$ cat config.mk
export PLATFORM = sky130hd
export DESIGN_NAME = fifo_burst_drain_flat
export DESIGN_NICKNAME = d
export VERILOG_FILES = /design/src/rtl/libfifo_pkg.sv /design/src/rtl/fifoConnect.sv /design/src/rtl/stream_skid2.sv /design/src/rtl/fifo_burst_drain.sv /design/src/flat_wrapper.sv
export SDC_FILE = /design/constraint.sdc
export NUM_CORES = 1
export LEC_CHECK = 0
export ABC_CLOCK_PERIOD_IN_PS = 4350
export BUFFER_PORTS_ARGS = -buffer_cell sky130_fd_sc_hd__buf_2
export CAP_MARGIN = 20
export CORE_MARGIN = 5
export CORE_UTILIZATION = 54
export CTS_CLUSTER_DIAMETER = 120
export CTS_CLUSTER_SIZE = 30
export DETAILED_ROUTE_END_ITERATION = 6
export PLACE_DENSITY = 0.84
export SYNTH_ARGS = -nofsm -noshare
export SYNTH_HDL_FRONTEND = slang
export SYNTH_SLANG_ARGS = --single-unit
$ cat constraint.sdc
create_clock -name clk -period 4.35 [get_ports clk]
set_input_delay 1.305 -clock clk [delete_from_list [all_inputs] [get_ports clk]]
set_output_delay 1.305 -clock clk [all_outputs]
set_load 0.02 [all_outputs]
$ cat src/rtl/libfifo_pkg.sv
// Shared fifo types: status flags, output-enable controls and the drain FSM states.
// Latency: none (types and pure functions only).
// Backpressure: not applicable.
package libfifo_pkg;

    // Occupancy flags published by a fifo core next to its fill level.
    typedef struct packed {
        logic full;
        logic empty;
    } fill_status_t;

    // Which fifo outputs are driven onto the link.
    typedef enum logic [1:0] {
        OE_NONE   = 2'd0,
        OE_DATA   = 2'd1,
        OE_STATUS = 2'd2,
        OE_ALL    = 2'd3
    } fifo_output_enable_e;

    typedef struct packed {
        logic data_en;
        logic status_en;
    } fifo_output_enable_flags_t;

    // Drain FSM: IDLE waits for a full burst or a flush, BURST and FLUSH pop words.
    typedef enum logic [1:0] {
        IDLE  = 2'd0,
        BURST = 2'd1,
        FLUSH = 2'd2
    } drain_state_t;

    // Expand an output-enable mode into individual enable flags.
    function automatic fifo_output_enable_flags_t oe_decode(input fifo_output_enable_e mode);
        fifo_output_enable_flags_t flags;
        flags.data_en   = (mode == OE_DATA)   || (mode == OE_ALL);
        flags.status_en = (mode == OE_STATUS) || (mode == OE_ALL);
        return flags;
    endfunction

    // Width of a fill-level field able to hold 0..depth.
    function automatic int level_width(input int depth);
        return $clog2(depth + 1);
    endfunction

endpackage

$ cat src/rtl/fifoConnect.sv
// Link between a show-ahead fifo core and its producer/consumer.
// Latency: none (wires only).
// Backpressure: consumer pops with a 1-cycle read pulse while fillStatus.empty is low.
interface fifoConnect #(
    parameter int WIDTH = 32,
    parameter int DEPTH = 32
);
    localparam int LVL_W = libfifo_pkg::level_width(DEPTH);

    logic [WIDTH-1:0]           dataout;
    libfifo_pkg::fill_status_t  fillStatus;
    logic [LVL_W-1:0]           fillLevel;
    logic                       read;
    logic                       write;
    logic [WIDTH-1:0]           datain;

    modport reader (
        input  dataout,
        input  fillStatus,
        input  fillLevel,
        output read,
        output write,
        output datain
    );

    modport writer (
        output dataout,
        output fillStatus,
        output fillLevel,
        input  read,
        input  write,
        input  datain
    );

endinterface

$ cat src/rtl/stream_skid2.sv
// Two-entry registered valid/ready buffer, FIFO order, head entry drives the output.
// Latency: 1 cycle from accepted input to out_vld.
// Backpressure: in_rdy comes only from registered occupancy (low when both entries are full).
module stream_skid2 #(
    parameter int WIDTH = 8
) (
    input  logic             clk,
    input  logic             reset,
    input  logic             in_vld,
    output logic             in_rdy,
    input  logic [WIDTH-1:0] in_dat,
    output logic             out_vld,
    input  logic             out_rdy,
    output logic [WIDTH-1:0] out_dat
);

    logic [1:0]       occ_q, occ_d;
    logic [WIDTH-1:0] head_q, head_d;
    logic [WIDTH-1:0] tail_q, tail_d;
    logic             push;
    logic             pop;

    assign in_rdy  = (occ_q != 2'd2);
    assign out_vld = (occ_q != 2'd0);
    assign out_dat = head_q;
    assign push    = in_vld && in_rdy;
    assign pop     = out_vld && out_rdy;

    // Entry update: a new word lands in the first free slot; a pop promotes the tail to the head.
    always_comb begin
        occ_d  = occ_q;
        head_d = head_q;
        tail_d = tail_q;
        case ({push, pop})
            2'b10: begin
                occ_d = occ_q + 2'd1;
                if (occ_q == 2'd0) begin
                    head_d = in_dat;
                end else begin
                    tail_d = in_dat;
                end
            end
            2'b01: begin
                occ_d = occ_q - 2'd1;
                if (occ_q == 2'd2) begin
                    head_d = tail_q;
                end
            end
            2'b11: begin
                // Occupancy unchanged; push only happens with a free slot, so occ is 1 here
                // unless a future caller widens in_rdy.
                if (occ_q == 2'd1) begin
                    head_d = in_dat;
                end else begin
                    head_d = tail_q;
                    tail_d = in_dat;
                end
            end
            default: begin
            end
        endcase
    end

    // Entry registers; reset empties the buffer and clears the visible output word.
    always_ff @(posedge clk) begin
        if (reset) begin
            occ_q  <= 2'd0;
            head_q <= '0;
            tail_q <= '0;
        end else begin
            occ_q  <= occ_d;
            head_q <= head_d;
            tail_q <= tail_d;
        end
    end

endmodule

$ cat src/rtl/fifo_burst_drain.sv
// Drains a show-ahead fifo in bursts of BURSTLEN words (or a flushed partial burst) onto a valid/ready stream.
// Latency: first pop the cycle after leaving IDLE, out_valid one cycle after that pop.
// Backpressure: pops stop when the 2-entry output buffer is full; nothing is dropped while out_ready is low.
module fifo_burst_drain
    import libfifo_pkg::*;
#(
    parameter int WIDTH    = 32,
    parameter int DEPTH    = 32,
    parameter int BURSTLEN = 1
) (
    input  logic             clk,
    input  logic             reset,
    fifoConnect.reader       link,
    input  logic             flush,
    output logic [WIDTH-1:0] out_data,
    output logic             out_valid,
    output logic             out_last,
    input  logic             out_ready,
    output logic             busy
);

    localparam int LVL_W = level_width(DEPTH);
    localparam int CNT_W = $clog2(BURSTLEN + 1);
    localparam logic [LVL_W-1:0] BURST_LVL = LVL_W'(BURSTLEN);
    localparam logic [LVL_W-1:0] FULL_LVL  = LVL_W'(DEPTH);
    localparam logic [LVL_W-1:0] ONE_LVL   = LVL_W'(1);
    localparam logic [CNT_W-1:0] LAST_CNT  = CNT_W'(BURSTLEN - 1);

    drain_state_t     state_q, state_d;
    logic [CNT_W-1:0] cnt_q, cnt_d;
    logic [LVL_W-1:0] level;
    logic             fifo_empty;
    logic             pop;
    logic             pop_last;
    logic             skid_in_rdy;
    logic [WIDTH:0]   skid_out_dat;

    assign fifo_empty = link.fillStatus.empty;

    // A power-of-two fifo reports fillLevel 0 when full; the full flag restores the true count.
    assign level = link.fillStatus.full ? FULL_LVL : link.fillLevel;

    // Next state, burst counter and pop decision; pop depends only on registered state and occupancy.
    always_comb begin
        state_d  = state_q;
        cnt_d    = cnt_q;
        pop      = 1'b0;
        pop_last = 1'b0;
        case (state_q)
            IDLE: begin
                cnt_d = '0;
                if (level >= BURST_LVL) begin
                    state_d = BURST;
                end else if (flush && !fifo_empty) begin
                    state_d = FLUSH;
                end
            end
            BURST: begin
                // An empty fifo here simply stalls the burst; flush is not looked at.
                pop = !fifo_empty && skid_in_rdy;
                if (pop) begin
                    if (cnt_q == LAST_CNT) begin
                        pop_last = 1'b1;
                        state_d  = IDLE;
                        cnt_d    = '0;
                    end else begin
                        cnt_d = cnt_q + CNT_W'(1);
                    end
                end
            end
            FLUSH: begin
                pop = !fifo_empty && skid_in_rdy;
                if (pop) begin
                    if ((level == ONE_LVL) || (cnt_q == LAST_CNT)) begin
                        pop_last = 1'b1;
                        state_d  = IDLE;
                        cnt_d    = '0;
                    end else begin
                        cnt_d = cnt_q + CNT_W'(1);
                    end
                end
            end
            default: begin
                state_d = IDLE;
                cnt_d   = '0;
            end
        endcase
    end

    // FSM state and burst counter registers.
    always_ff @(posedge clk) begin
        if (reset) begin
            state_q <= IDLE;
            cnt_q   <= '0;
        end else begin
            state_q <= state_d;
            cnt_q   <= cnt_d;
        end
    end

    // Read-only consumer: the write side of the link is held inactive.
    assign link.read   = pop;
    assign link.write  = 1'b0;
    assign link.datain = '0;

    // Output buffer carries the last tag alongside each captured word.
    stream_skid2 #(
        .WIDTH (WIDTH + 1)
    ) u_skid (
        .clk     (clk),
        .reset   (reset),
        .in_vld  (pop),
        .in_rdy  (skid_in_rdy),
        .in_dat  ({pop_last, link.dataout}),
        .out_vld (out_valid),
        .out_rdy (out_ready),
        .out_dat (skid_out_dat)
    );

    assign out_last = skid_out_dat[WIDTH];
    assign out_data = skid_out_dat[WIDTH-1:0];
    assign busy     = (state_q != IDLE) || out_valid;

endmodule

$ cat src/flat_wrapper.sv
// flat-port wrapper written by rule: the top's interface ports become plain ports
module fifo_burst_drain_flat import libfifo_pkg::*;
#(
    parameter int WIDTH    = 32,
    parameter int DEPTH    = 32,
    parameter int BURSTLEN = 1
)
  (clk, reset, flush, out_data, out_valid, out_last, out_ready, busy, link_dataout, link_fillStatus, link_fillLevel, link_read, link_write, link_datain);
  fifoConnect #(.WIDTH(WIDTH), .DEPTH(DEPTH)) link_i ();
  input  logic clk;
  input  logic reset;
  input  logic flush;
  output logic [WIDTH-1:0] out_data;
  output logic out_valid;
  output logic out_last;
  input  logic out_ready;
  output logic busy;
  input wire logic [$bits(link_i.dataout)-1:0] link_dataout;
  input wire logic [$bits(link_i.fillStatus)-1:0] link_fillStatus;
  input wire logic [$bits(link_i.fillLevel)-1:0] link_fillLevel;
  output wire logic [$bits(link_i.read)-1:0] link_read;
  output wire logic [$bits(link_i.write)-1:0] link_write;
  output wire logic [$bits(link_i.datain)-1:0] link_datain;
  assign link_i.dataout = link_dataout;
  assign link_i.fillStatus = link_fillStatus;
  assign link_i.fillLevel = link_fillLevel;
  assign link_read = link_i.read;
  assign link_write = link_i.write;
  assign link_datain = link_i.datain;
  fifo_burst_drain #(.WIDTH(WIDTH), .DEPTH(DEPTH), .BURSTLEN(BURSTLEN)) u_core (.clk(clk), .reset(reset), .link(link_i), .flush(flush), .out_data(out_data), .out_valid(out_valid), .out_last(out_last), .out_ready(out_ready), .busy(busy));
endmodule
==> results.md <==
- The wire length per cell after detailed routing is 14.1 um.
- The count of cells resized by post-cts repair is 0.
- The post-synthesis area per instance is 8.24 um^2.
- The clock network power share is 19.7%.
- The later pin in the worst-skew pair is clocked with a latency of 0.35 ns.
- The final count of hold timing violations is 0.
- The H-tree was split into 3 levels.
- The worst setup path is launched from an input pin.
- The number of global-route vias before repair is 2745.
- The count of yosys warnings during synthesis is 0.
- The total internal power is 1.68 mW.
- Clock-pin slew was measured on the worst setup and hold paths at 0.07 ns.
- Measured against its own limit, the worst slew margin works out to 42.5%.
- The count of cells along the worst register-to-register path is 11.
- The share of layout cells above drive strength 1 is 23.1%.
- In this run the vertical extent of the chip is 87.3 um.
- Counting along the longest clock path gives a buffer depth of 2.
- The combinational share of power is 45.9%.
- The largest fanout on the critical path is 4.
- Power spread over the standard cell area amounts to 758 nW/um^2.
- Summed over all layers, the routed wires come to 7.64 mm.
- The critical path buffer and inverter count is 3.
- The path class of the lowest-slack min-delay path is flop to flop.
- Entering global routing, the biggest net connects 50 pins.
- Data arrives at the worst endpoint at 1.98 ns.
- The number of remaining DRC errors is 0.
- The most numerous cell type found on the critical path is buf_2.
- The endpoint of the worst-slack reg-to-reg timing path is u_core.u_skid.out_dat[19].
- The flow ran to the end, and the final reports show no timing, DRC or antenna violations.
- The worst path in the final design needs a cycle of 3.28 ns, including I/O delays and setup.
- The critical path goes through buf_2, nor2_1, nand2_1, inv_1, buf_2.
- The global routing usage summed across all routing layers is 20.3%.
- Sequential cells were found to cover 44.0% of the synthesized design area.
- The via count is 2929.
- After synthesis the netlist holds a flip-flop and latch count of 71.
- Once the floorplan was initialized, standard cells occupied 55.2% of the core.
- Max-cap violations in this run came to 0.
- Counting distinct cell types in the post-synthesis netlist gives 36.
- The cell family contributing the most delay on the critical path is buffers and inverters.
- The chip width is 87.3 um.
- The share of the clock period used by the worst path is 75.4%.
- The slowest stage of the critical path is the nor2_1 cell.
- Buffers added to address setup during post-CTS repair amount to 0.
- The startpoint of the tightest hold check path is u_core.u_skid.tail_q[4].
- The core box area is 5850 um^2.
- The maximum vdd drop is 0.467 mV.
- At the pin with the least slew margin, the transition time is 0.862 ns.
- The die covers 7630 um^2.
- The initial antenna violation count is 0.
- The relative contribution of sequential cells to total power is 34.4%.
- The worst register-to-register path has a setup slack of 1.62 ns.
- The analysis attributes to net switching a power of 1.21 mW.
- The routability congestion estimate from global placement is 0.774.
- The path with the worst hold slack has its endpoint at u_core.u_skid.tail_q[4].
- After the first detailed-routing iteration, the DRC count stood at 130.
- The number of antenna diodes in the final layout is 0.
- At the end of the flow, the number of nets in the layout was 517.
- In this run switching power makes up 41.9% of total power.
- After routing, the total negative slack on setup checks comes to 0 ns.
- The number of pins with negative max-slew slack in the final report is 0.
- The number of failing setup endpoints in the final timing report is 0.
- The buffer type at the clock tree root is clkbuf_8.
- The number of clock buffers added by TritonCTS is 9.
- The critical path's largest stage delay is 0.16 ns.
- The cell leakage power is 1.65 nW.
- The number of instances on the worst hold path is 2.
- The final clock skew is 0.0102 ns.
- The first-pass GRT wire length is 12.3 mm.
- For this run, the top clock speed supported by timing is 305 MHz.
- Using the TritonRoute via totals, the vias-per-cell ratio works out to 5.39.
- The kind of critical path is input pin to primary output.
- The detailed placer's ending HPWL is 5.34 mm.
- The hold-fix buffer count after cts is 0.
- The residual antenna-violating net count after detailed routing is 0.
- At the worst endpoint, the required time is 3.04 ns.
- Setup repair after global routing left no endpoint under its margin.
- Clock tree synthesis found a total of 71 sinks.
- The area growth from synthesis to final layout is 18.1%.
- The worst register-to-register path begins at u_core.u_skid.occ_q[0].
- For this design the top-level I/O count stands at 113.
- The number of input and output port buffers inserted is 79.
- After synthesis the cells add up to 3230 um^2.
- STA classifies the critical path endpoint as a primary output.
- The clock tree from TritonCTS is yes.
- Synthesis produced 392 cells.
- Final hold analysis gives a worst-case slack of 0.459 ns.
- The total overflow reported by the global router is 0.
- After floorplanning, the core was divided into 28 placement rows.
- For this run, the detailed router's first-pass iteration total came to 4.
-- cells by family (layout without fill, tap and decap cells) --
family / count (synthesis) / count (layout) / share of synthesized area [%]
flops: 71 / 71 / 44.0
xor+xnor: 2 / 2 / 0.543
simple gates: 157 / 157 / 21.2
other cells: 1 / 33 / 0.116
buf+inv: 70 / 114 / 12.0
fa+ha+maj: 10 / 10 / 3.87
compound gates: 81 / 81 / 18.3
-- power by group through the flow --
stage	clock, mW	sequential [mW]	combinational (mW)
global placement	0	1.00	1.27
global route	0.614	1.02	1.47
floorplan	0	1.18	0.740
detailed placement	0	1.01	1.30
finish	0.570	0.995	1.33
CTS	0.575	0.996	1.31
-- sequential cells by signal, indices dropped and copies added, names as in the netlist --
| name | count |
|---|---|
| u_core.u_skid.occ_q | 2 |
| u_core.cnt_q | 1 |
| u_core.state_q | 2 |
| u_core.u_skid.tail_q | 33 |
| u_core.u_skid.out_dat | 33 |
-- cell usage after synthesis --
master	count	area [um^2]
dfxtp_1	71	1420
nand2_1	71	267
nor2_1	39	146
a21oi_1	33	165
buf_4	33	248
nor3_1	33	165
a221oi_1	32	280
clkbuf_1	26	97.6
ha_1	10	125
inv_1	10	37.5
nor2b_1	5	31.3
o21a_1	2	15.0
o21ai_0	2	10.0
or3_1	2	12.5
xnor2_1	2	17.5
a211oi_1	1	7.51
a211oi_2	1	12.5
a22oi_1	1	7.51
a2bb2oi_1	1	8.76
a31oi_1	1	6.26
a32o_1	1	10.0
a32oi_1	1	8.76
buf_1	1	3.75
conb_1	1	3.75
nand3_1	1	5.00
nand3b_1	1	7.51
nor3_2	1	10.0
nor4_2	1	12.5
nor4b_1	1	8.76
o21ai_1	1	5.00
o22a_1	1	8.76
o32ai_1	1	8.76
o41ai_1	1	8.76
o41ai_4	1	27.5
or4_1	1	7.51
or4_4	1	11.3
-- through the flow --
| step | area [um^2] | util [%] | total power [mW] | setup WS, ns | instances |
|---|---|---|---|---|---|
| floorplan | 3350 | - | 1.92 | 1.33 | 424 |
| global placement | 3570 | 61.1 | 2.27 | 0.687 | 526 |
| detailed placement | 3570 | 61.1 | 2.30 | 0.569 | 526 |
| CTS | 3790 | 64.7 | 2.88 | 0.911 | 542 |
| global route | 3810 | 65.2 | 3.10 | 1.01 | 543 |
| finish | 3810 | 65.2 | 2.89 | 1.07 | 543 |
-- cell usage in the layout (no fill, tap or decap), types with 2 or more instances in the layout --
cell type	n
a21oi_1	33
a221oi_1	32
buf_2	79
buf_4	7
bufinv_16	2
clkbuf_1	2
clkbuf_8	9
clkinv_4	2
conb_1	33
dfxtp_1	71
ha_1	10
inv_1	10
nand2_1	71
nor2_1	39
nor2b_1	5
nor3_1	33
o21a_1	2
o21ai_0	2
or3_1	2
xnor2_1	2
-- worst max-delay path by stage --
| stage | from | cells past startpoint | endpoint |
|---|---|---|---|
| floorplan | link_fillStatus[0] | 3 | link_read |
| global placement | link_fillStatus[0] | 9 | u_core.u_skid.out_dat[13] |
| detailed placement | link_fillStatus[0] | 9 | u_core.u_skid.out_dat[13] |
| CTS | link_fillStatus[0] | 9 | u_core.u_skid.out_dat[13] |
| global route | link_fillStatus[0] | 10 | u_core.u_skid.out_dat[17] |
| finish | link_fillStatus[0] | 5 | link_read |
-- worst reg2reg max path, delay by kind of cell, from the launching register on --
kind,cells,cell delay [ns]
buf+inv,3,0.54
compound gates,1,0.10
flops,1,0.37
fa+ha+maj,2,0.51
simple gates,5,1.13
-- layer usage --
| metal | track usage [%] | up-vias | part of all wire (%) |
|---|---|---|---|
| li1 | - | 1437 | - |
| met1 | 25.4 | 1375 | 42 |
| met2 | 33.4 | 110 | 48 |
| met3 | 6.43 | 7 | 9.3 |
| met4 | 5.86 | 0 | 0.76 |
| met5 | 0 | - | 0 |
-- layout make-up --
cell class              instances  area [um^2]
well taps                      75         93.8
repair buffers                 88          495
fillers                       503         2040
clock inverters                 5         82.6
flip-flops and latches         71         1420
inverters                      10         37.5
multi-input cells             283         1550
clock buffers                  11          131
(Power assumes the default switching activity.)
